[config.mk]
export PLATFORM = sky130hd
export DESIGN_NAME = fpalu_op_sequencer
export DESIGN_NICKNAME = d
export VERILOG_FILES = /design/src/rtl/fpalu_pkg.sv /design/src/rtl/fpalu_op_sequencer.sv
export SDC_FILE = /design/constraint.sdc
export NUM_CORES = 1
export LEC_CHECK = 0
export CAP_MARGIN = 20
export CORE_ASPECT_RATIO = 2
export CORE_MARGIN = 2
export CORE_UTILIZATION = 30
export CTS_CLUSTER_DIAMETER = 200
export CTS_CLUSTER_SIZE = 40
export DETAILED_ROUTE_END_ITERATION = 10
export GPL_ROUTABILITY_DRIVEN = 0
export PLACE_DENSITY = 0.63
export SETUP_SLACK_MARGIN = 0.5
export SLEW_MARGIN = 20
export SYNTH_ARGS = -nofsm -noshare
export SYNTH_HDL_FRONTEND = slang
export SYNTH_SLANG_ARGS = --single-unit
[constraint.sdc]
create_clock -name clk -period 1.7 [get_ports clk]
set_input_delay 0.255 -clock clk [delete_from_list [all_inputs] [get_ports clk]]
set_output_delay 0.255 -clock clk [all_outputs]
set_load 0.05 [all_outputs]
[src/rtl/fpalu_pkg.sv]
// fpalu_pkg: shared widths, selector codes and sequencer state encoding for the FPALU front end
package fpalu_pkg;
  localparam int WIDTH = 32;
  localparam int SEL_W = 3;
  localparam int NUM_OPS = 5;
  localparam int SETTLE_CYCLES = 2;
  localparam int CNT_W = 16;
  localparam logic [SEL_W-1:0] SEL_ADD = 3'd0;
  localparam logic [SEL_W-1:0] SEL_SUB = 3'd1;
  localparam logic [SEL_W-1:0] SEL_MUL = 3'd2;
  localparam logic [SEL_W-1:0] SEL_DIV = 3'd3;
  localparam logic [SEL_W-1:0] SEL_CMP = 3'd4;
  typedef enum logic [1:0] {IDLE, SETTLE, RESP} state_t;
endpackage

[src/rtl/fpalu_op_sequencer.sv]
// fpalu_op_sequencer: handshaked issue/capture front end for the combinational FPALU
module fpalu_op_sequencer #(
  parameter int WIDTH = fpalu_pkg::WIDTH,
  parameter int SEL_W = fpalu_pkg::SEL_W,
  parameter int NUM_OPS = fpalu_pkg::NUM_OPS,
  parameter int SETTLE_CYCLES = fpalu_pkg::SETTLE_CYCLES,
  parameter int CNT_W = fpalu_pkg::CNT_W
) (
  input  logic             clk,
  input  logic             rst_n,
  input  logic             req_valid,
  output logic             req_ready,
  input  logic [WIDTH-1:0] req_a,
  input  logic [WIDTH-1:0] req_b,
  input  logic [SEL_W-1:0] req_op,
  output logic [WIDTH-1:0] alu_a,
  output logic [WIDTH-1:0] alu_b,
  output logic [SEL_W-1:0] alu_sel,
  input  logic [WIDTH-1:0] alu_out,
  output logic             rsp_valid,
  input  logic             rsp_ready,
  output logic [WIDTH-1:0] rsp_result,
  output logic             rsp_err,
  output logic             busy,
  output logic [CNT_W-1:0] op_count,
  output logic [CNT_W-1:0] err_count
);
  import fpalu_pkg::*;
  localparam int CW = SETTLE_CYCLES > 1 ? $clog2(SETTLE_CYCLES) : 1;
  state_t state;
  logic [CW-1:0] cnt;
  logic accept, legal, settled;
  assign accept = req_valid && req_ready;
  assign legal = int'(req_op) < NUM_OPS;
  assign settled = cnt == CW'(SETTLE_CYCLES - 1);
  always_ff @(posedge clk or negedge rst_n) begin
    if (!rst_n) begin
      state <= IDLE;
      cnt <= '0;
      req_ready <= 1'b1;
      busy <= 1'b0;
      rsp_valid <= 1'b0;
      op_count <= '0;
      err_count <= '0;
    end else begin
      case (state)
        IDLE: if (accept) begin
          state <= legal ? SETTLE : RESP;
          cnt <= '0;
          req_ready <= 1'b0;
          busy <= 1'b1;
          rsp_valid <= !legal;
        end
        SETTLE: begin
          cnt <= cnt + 1'b1;
          if (settled) begin
            state <= RESP;
            rsp_valid <= 1'b1;
          end
        end
        RESP: if (rsp_ready) begin
          state <= IDLE;
          req_ready <= 1'b1;
          busy <= 1'b0;
          rsp_valid <= 1'b0;
          if (rsp_err) err_count <= err_count + 1'b1;
          else op_count <= op_count + 1'b1;
        end
        default: state <= IDLE;
      endcase
    end
  end
  // Illegal selectors never touch alu_*, so the FPALU inputs keep the last legal operands.
  always_ff @(posedge clk or negedge rst_n) begin
    if (!rst_n) begin
      alu_a <= '0;
      alu_b <= '0;
      alu_sel <= '0;
      rsp_result <= '0;
      rsp_err <= 1'b0;
    end else if (state == IDLE && accept) begin
      if (legal) begin
        alu_a <= req_a;
        alu_b <= req_b;
        alu_sel <= req_op;
      end else begin
        rsp_result <= '0;
        rsp_err <= 1'b1;
      end
    end else if (state == SETTLE && settled) begin
      rsp_result <= alu_out;
      rsp_err <= 1'b0;
    end
  end
endmodule

==> impl_metrics.yaml, run 1 <==
outcome:
  status: "finished, final reports clean"
sta:
  fin_ws_ps: 82.29
  fin_skew_ps: 8.052
  hold_viol_final: 0
  worstMarginPinSlew_ps: 348.8
  hold_ws_ps: 293.8
  setup_viol: 0
  slew_violations: 0
  rsz0062_at_grt: "true"
  max_slew_margin_pct: 76.75
  fin_crit_ps: 1618
  post-route-period-util_pct: 95.16
  fmax_ghz: 0.6182
worst_setup_path:
  cp.arrival_ps: 1910
  rrSetupSlack_ps: 80
  crit_type: "reg2reg"
  cp-end-kind: "flip-flop"
  path_max_fanout: 29
  required_ps: 1990
  critPathLaunchType: "flip-flop"
  r2r_start: "state[1]$_DFFE_PN0P_"
  worstReg2RegEnd: "alu_a[5]$_DFFE_PN0P_"
  reg2reg_depth: 6
placement:
  dpl_cell_area_um2: 8168
  port_buffers: 237
  dp_hpwl_um: 11400
  place_ws_ps: -138.4
yosys:
  synth_cell_types: 37
  synth-main-ff-cell: "dfrtp_1"
  yosys.area.top_type_share_pct: 61.28
  yosysSeqAreaShare_pct: 61.75
  syn-num-nets: 490
  yosys-top-cells-area: "dfrtp_1, mux2_4, mux2_2"
  synth-async-reset-ratio_pct: 100.0
  yosys_warnings: 0
  ys_ff_latch: 138
  synth_top_area_cell: "dfrtp_1"
  syn_avg_cell_area_um2: 14.68
  synth_common_cells: "dfrtp_1, mux2_4, a22o_1, mux2_2, xnor2_1"
  synth_cells: 381
  yosys.cell_count.top_type: "dfrtp_1"
  synth_area_um2: 5594
  synth_edf_count: 0
die:
  pin_count: 238
  coreArea_um2: 18310
  num_rows: 70
  start_util_pct: 30.56
  die-area_um2: 19820
  die_y_um: 197.1
  die_x_um: 100.6
drt:
  wl_um: 17020
  vias: 4632
  wl_per_cell_um: 17.24
  firstDrtPassIters: 4
  drcViolationCount: 0
  vias_per_cell: 4.693
  final_antenna_net_count: 0
  drt-initial-drc-count: 82
grt:
  grt-ovfl-total: 0
  grt_pass1_vias: 5174
  grt_use_total_pct: 16.92
  grt_pass1_wl_um: 25910
  antenna_found_initial: 0
  grt_max_degree: 61
power_and_ir_drop:
  vdd_drop_max_mv: 1.110
  swShare_pct: 41.12
  p_switching_mw: 8.571
  pwr-share-comb_pct: 53.8
  p_per_area_nw_per_um2: 2017
  intPower_mw: 12.27
  leakage_nw: 5.045
  power.total_mw: 20.84
  power_frac_seq_pct: 26.4
  clockPowerShare_pct: 19.8
cts:
  cts-root-buf: "clkbuf_16"
  path_clk_slew_ps: 60
  cts_buffers: 17
  cts_tree: "done"
  clk_latency_ps: 410
  cts_sinks: 138
  cts-htree-levels: 4
  clockBufferDepth: 2
cells_and_area:
  antenna_cells: 0
  drive_above_1_share_pct: 56.03
  finalInstanceArea_um2: 10330
  fin_util_pct: 56.45
  areaGrowthSynthToFinish_pct: 84.70
  nets: 867
run:
  cap_violations: 0
worst_hold_path:
  hold_path.class: "in2async"
## layout by cell type (no fill, tap or decap), types with 2 or more instances in the layout
cell,Yosys,routed
a21oi_1,9,5
nand2_1,14,13
nor2_1,15,6
mux2_2,28,26
dfrtp_2,0,22
nand3_1,6,5
buf_6,5,143
o21ai_1,1,3
bufinv_16,0,5
buf_12,0,6
clkinv_2,0,4
and3_1,8,5
a22o_1,32,32
nand2b_4,0,2
dfrtp_1,137,115
ha_1,6,3
nor2_2,0,3
nand4_1,9,9
ha_4,0,2
buf_4,1,122
a21oi_2,0,4
clkdlybuf4s50_1,0,101
xnor2_1,21,20
a31oi_1,2,2
nor4_4,1,2
xor2_1,9,9
mux2_4,40,42
clkinv_4,0,2
clkbuf_8,0,2
nor2_4,0,6
inv_1,7,5
and3_4,0,3
inv_2,0,2
clkbuf_16,0,17
nor3_2,0,2
## worst max-delay path: stages (launching register included)
cell and delay (ps):
dfrtp_1 380, inv_2 70, ha_4 160, and3_4 160, nand2_4 120, buf_12 240
mux2_2 360
## flip-flops by register name, indices dropped and copies added, names as in the netlist
register and flops:
rsp_valid 1, rsp_err 1, alu_sel 3, req_ready 1, rsp_result 32, op_count 16, alu_b 32, state 2
cnt 1, err_count 16, alu_a 32, busy 1
## kinds of logic (layout without fill, tap and decap cells)
group / count (synthesis) / after routing / synth area share (%)
multiplexers: 68 / 68 / 16.37
adder cells (fa/ha/maj): 6 / 6 / 1.342
flip-flops: 138 / 138 / 61.75
XOR/XNOR: 30 / 30 / 4.697
AND/OR/NAND/NOR: 67 / 67 / 6.553
AO/OA/AOI/OAI: 50 / 50 / 6.889
buffers and inverters: 22 / 412 / 2.393
## worst max-delay path by stage
stage,end,from,cells after the start,slack (ps)
global route,op_count[15]$_DFFE_PN0P_,state[0]$_DFFE_PN0P_,6,3
CTS,alu_a[5]$_DFFE_PN0P_,state[0]$_DFFE_PN0P_,6,80
finish,alu_a[5]$_DFFE_PN0P_,state[1]$_DFFE_PN0P_,6,80
floorplan,alu_a[0]$_DFFE_PN0P_,req_ready$_DFFE_PN1P_,6,-90
detailed placement,alu_b[21]$_DFFE_PN0P_,req_op[1],5,-140
global placement,alu_b[3]$_DFFE_PN0P_,req_op[1],5,-100
## metal layers
| layer | track usage, % | vias to the layer above | share of wire, % |
|---|---|---|---|
| li1 | - | 2118 | - |
| met1 | 17.13 | 2283 | 35 |
| met2 | 31.12 | 186 | 56 |
| met3 | 4.211 | 45 | 5.0 |
| met4 | 8.929 | 0 | 3.9 |
| met5 | 0 | - | 0 |
## power by group through the flow
| stage | clock, mW | sequential [mW] | combinational (mW) |
|---|---|---|---|
| final | 4.12 | 5.51 | 11.2 |
| after global routing | 4.36 | 5.64 | 11.7 |
| after CTS | 4.24 | 5.49 | 10.7 |
| after detailed placement | 0 | 5.39 | 9.11 |
| after global placement | 0 | 5.34 | 8.97 |
| after floorplan | 0 | 9.35 | 2.07 |
## stage by stage
step	cells	TNS (ps)
after CTS	946	0
final	987	0
after global placement	842	-5584
after floorplan	381	-3683
after detailed placement	842	-8061
after global routing	987	0
## timing repair
item | CTS | global route
hold buffers | 1 | 0
endpoints found under the hold margin | 29 | 0
setup endpoints to repair | 270 | 272
setup buffers | 71 | 41
pin swaps | 11 | 15
gates cloned | 0 | 0
resized for setup | 150 | 24
## final cells by class
class                      instances  area [um2]
fill                            1501        7973
timing repair buffer             373        3667
sequential                       138        3486
multi-input combinational        221        2231
clock buffer                      20       456.7
tap                              216       270.3
clock inverter                    12       195.2
inverter                           7       26.28
No activity file was read; power rests on OpenSTA's default activity.
==> run 2, diff against run 1 <==
SKIP_CTS_REPAIR_TIMING = 1   (was default)
==> run 2 against run 1 <==
Sequential power about the same. Register-to-register slack is essentially flat. Sequential share of layout area rose by 2.0 points. Die area did not move. Setup slack better by 8.1 ps.
==> impl_metrics.yaml, run 2 (same netlist as run 1, synthesis figures left out) <==
outcome:
  status: "finished, final reports clean"
sta:
  max_slew_margin_pct: 76.95
  hold_viol_final: 0
  setup_viol: 0
  worstMarginPinSlew_ps: 345.8
  fin_setup_tns_ps: 0
  hold_ws_ps: 290.4
  slew_violations: 0
  rsz0062_at_grt: "true"
  post-route-period-util_pct: 94.68
  fin_crit_ps: 1610
  fmax_ghz: 0.6213
  fin_skew_ps: 9.170
cells_and_area:
  antenna_cells: 0
  nets: 812
  biggestRegsByFlops: "alu_a x32, alu_b x32, rsp_result x32"
  most-common-layout-cells: "dfrtp_1, buf_4, clkdlybuf4s50_1"
  nFillCells: 1566
  drive_above_1_share_pct: 52.93
  final_common_cell: "dfrtp_1"
  multi_input_area_um2: 2223
  seqCellArea_um2: 3488
  areaGrowthSynthToFinish_pct: 74.35
  fin_cells: 932
cts:
  cts_sinks: 138
  path_clk_slew_ps: 60
  clk_latency_ps: 410
  cts-root-buf: "clkbuf_16"
  cts-htree-levels: 4
  cts_buffers: 17
  cts_tree: "done"
  clockBufferDepth: 2
power_and_ir_drop:
  pwr-share-comb_pct: 51.3
  vdd_drop_max_mv: 1.110
  swShare_pct: 42.10
  power_frac_seq_pct: 27.8
  intPower_mw: 11.42
  p_per_area_nw_per_um2: 2023
  p_switching_mw: 8.308
  clockPowerShare_pct: 20.8
  leakage_nw: 4.695
die:
  num_rows: 70
  die_y_um: 197.1
  start_util_pct: 30.56
  coreArea_um2: 18310
  pin_count: 238
  die_x_um: 100.6
  die-area_um2: 19820
drt:
  vias_per_cell: 4.715
  final_antenna_net_count: 0
  wl_per_cell_um: 17.42
  wl_um: 16230
  vias: 4394
  drcViolationCount: 0
  firstDrtPassIters: 4
  drt-initial-drc-count: 71
grt:
  grt-ovfl-total: 0
  grt_pass1_wl_um: 24010
  grt_pass1_vias: 4668
  antenna_found_initial: 0
  grt_max_degree: 61
  grt_use_total_pct: 15.67
worst_setup_path:
  cp.arrival_ps: 1900
  required_ps: 1990
  cp-end-kind: "flip-flop"
  path_max_fanout: 29
  critPathLaunchType: "flip-flop"
  crit_type: "reg2reg"
placement:
  port_buffers: 237
  dp_hpwl_um: 11400
  dp.cells: 842
run:
  cap_violations: 0
worst_hold_path:
  hold_path.class: "in2async"
-- run 2: layout make-up --
| class | instances | area share, % |
|---|---|---|
| tap | 216 | 2.771 |
| clock buffer | 20 | 4.682 |
| clock inverter | 12 | 2.001 |
| sequential | 138 | 35.77 |
| multi-input combinational | 221 | 22.80 |
| timing repair buffer | 318 | 31.71 |
| inverter | 7 | 0.2694 |
-- run 2: final timing paths --
kind,startpoint,to,slack [ps],depth (start not counted)
worst min-delay path,rst_n,op_count[8]$_DFFE_PN0P_,290,2
worst max register to register,state[1]$_DFFE_PN0P_,alu_a[5]$_DFFE_PN0P_,90,6
worst min register to register,err_count[7]$_DFFE_PN0P_,err_count[7]$_DFFE_PN0P_,490,1
max in group asynchronous,rst_n,err_count[6]$_DFFE_PN0P_,740,3
worst max-delay path,state[1]$_DFFE_PN0P_,alu_a[5]$_DFFE_PN0P_,90,6
min in group clk,alu_out[4],rsp_result[4]$_DFFE_PN0P_,440,2
-- run 2: metrics by stage --
step / power (mW) / area, um2 / utilization (%) / worst slack, ps
final: 19.73 / 9753 / 53.28 / 90.39
after detailed placement: 14.50 / 8168 / 44.62 / -138.4
after CTS: 18.72 / 8820 / 48.18 / 81.24
after global routing: 20.54 / 9753 / 53.28 / 18.50
after floorplan: 11.42 / 5752 / - / -92.07
after global placement: 14.31 / 8168 / 44.62 / -100.7
-- run 2: per-layer routing --
metal / GRT usage [%] / share of wire, %
met1: 16.55 / 36
met2: 27.94 / 55
met3: 4.140 / 5.4
met4: 8.219 / 3.9
met5: 0 / 0
-- run 2: power groups by stage --
stage	Sequential, mW	Combinational (mW)	Clock (mW)
floorplan	9.35	2.07	0
global placement	5.34	8.97	0
finish	5.49	10.1	4.11
CTS	5.37	9.12	4.24
detailed placement	5.39	9.11	0
global route	5.63	10.5	4.37
-- run 2: worst max-delay path: stages, from the launching register on --
cell and delay [ps]:
dfrtp_1 380, inv_2 70, ha_4 160, and3_4 150, nand2_4 120, buf_12 230, mux2_2 360
==> run 3, diff against run 2 <==
CORE_MARGIN = default   (was 2)
==> run 3 against run 2 <==
Highest routed layer unchanged. Clock skew is 3.6 ps lower. Die area decreased by 3.0%. Power increased by 5.2%. Largest cell class is now non-clock buffers. Critical endpoint is now alu_b[4]$_DFFE_PN0P_. Sequential power rose by 2%.
==> impl_metrics.yaml, run 3 (same netlist as run 1, synthesis figures left out) <==
outcome:
  status: "finished, final reports clean"
sta:
  fin_setup_tns_ps: 0
  post-route-period-util_pct: 98.37
  slew_violations: 0
  max_slew_margin_pct: 73.32
  fmax_ghz: 0.5980
  hold_viol_final: 0
  worstMarginPinSlew_ps: 400.1
  setup_viol: 0
  fin_skew_ps: 5.531
  rsz0062_at_grt: "true"
  fin_crit_ps: 1672
grt:
  grt_max_degree: 59
  antenna_found_initial: 0
  grt_pass1_wl_um: 23850
  grt_pass1_vias: 4571
  grt_use_total_pct: 16.22
  grt-ovfl-total: 0
cts:
  cts-root-buf: "clkbuf_16"
  cts_tree: "done"
  cts_sinks: 138
  path_clk_slew_ps: 60
  cts_buffers: 17
  clk_latency_ps: 420
  cts-htree-levels: 4
  clockBufferDepth: 2
worst_setup_path:
  crit_slowest_cell: "dfrtp_1"
  crit_type: "reg2reg"
  cp.arrival_ps: 1980
  cp_cell_sequence: "inv_2 > ha_4 > and3_4 > nand2_8 > clkbuf_16 > mux2_4"
  required_ps: 2000
  path_max_fanout: 8
  critPathLaunchType: "flip-flop"
  cp-end-kind: "flip-flop"
  critPathMaxStageDelay_ps: 390
cells_and_area:
  biggestRegsByFlops: "alu_a x32, alu_b x32, rsp_result x32"
  multi_input_area_um2: 2340
  drive_above_1_share_pct: 54.77
  nFillCells: 1487
  antenna_cells: 0
  final_common_cell: "buf_6"
  seqCellArea_um2: 3487
  nets: 830
  most-common-layout-cells: "buf_6, dfrtp_1, clkdlybuf4s50_1"
  areaGrowthSynthToFinish_pct: 85.89
  fin_util_pct: 56.81
  finalInstanceArea_um2: 10400
die:
  die_x_um: 98.56
  start_util_pct: 30.56
  die-area_um2: 19230
  pin_count: 238
  coreArea_um2: 18310
  num_rows: 70
  die_y_um: 195.1
drt:
  wl_um: 17530
  final_antenna_net_count: 0
  wl_per_cell_um: 18.45
  drcViolationCount: 0
  firstDrtPassIters: 4
  vias: 4496
  drt-initial-drc-count: 77
  vias_per_cell: 4.733
power_and_ir_drop:
  vdd_drop_max_mv: 1.209
  leakage_nw: 5.016
  p_per_area_nw_per_um2: 1995
placement:
  port_buffers: 237
  dpl_cell_area_um2: 8165
  dp_hpwl_um: 11320
worst_hold_path:
  hold_path.class: "in2async"
run:
  cap_violations: 0
run 3: final timing paths:
check	from	endpoint	slack [ps]	cells after the start
worst max-delay path	state[0]$_DFFE_PN0P_	alu_b[4]$_DFFE_PN0P_	30	6
worst min-delay path	rst_n	op_count[9]$_DFFE_PN0P_	320	2
worst max register to register	state[0]$_DFFE_PN0P_	alu_b[4]$_DFFE_PN0P_	30	6
worst min register to register	err_count[7]$_DFFE_PN0P_	err_count[7]$_DFFE_PN0P_	510	1
max in group asynchronous	rst_n	rsp_result[1]$_DFFE_PN0P_	740	3
min in group clk	alu_out[26]	rsp_result[26]$_DFFE_PN0P_	440	2
run 3: worst max-delay path: cells and delay by family, from the launching register on:
| kind | cells | cell delay [ps] |
|---|---|---|
| adders and majority gates | 1 | 140 |
| and+or+nand+nor | 2 | 370 |
| buffers and inverters | 2 | 330 |
| DFF | 1 | 390 |
| muxes | 1 | 310 |
run 3: per-stage QoR:
step / hold slack [ps] / cells / setup slack [ps] / power (mW)
5_1_grt: 335.8 / 950 / -35.48 / 21.56
3_3_place_gp: 187.1 / 840 / -150.4 / 14.29
3_5_place_dp: 194.4 / 840 / -181.0 / 14.47
6_report: 315.5 / 950 / 27.75 / 20.75
4_1_cts: -259.9 / 872 / 8.103 / 18.70
2_1_floorplan: -40.59 / 381 / -92.07 / 11.42
run 3: area by class of cell:
type,instances,area share [%]
timing repair buffer,335,34.81
multi-input combinational,222,22.50
sequential,138,33.53
inverter,7,0.2527
clock buffer,25,4.765
clock inverter,7,1.540
tap,216,2.599
run 3: routing by layer:
metal | global-route usage (%) | share of wire, % | vias to the layer above
met3 | 3.973 | 4.6 | 41
met4 | 9.121 | 3.7 | 0
met5 | 0 | 0 | -
li1 | - | - | 2041
met1 | 16.72 | 35 | 2227
met2 | 29.53 | 57 | 187
run 3: where the power goes:
part	switching, mW	total [mW]	internal, mW
Clock	1.37	4.13	2.76
Combinational	6.10	11.0	4.93
Sequential	1.06	5.59	4.53
Total	8.53	20.8	12.2
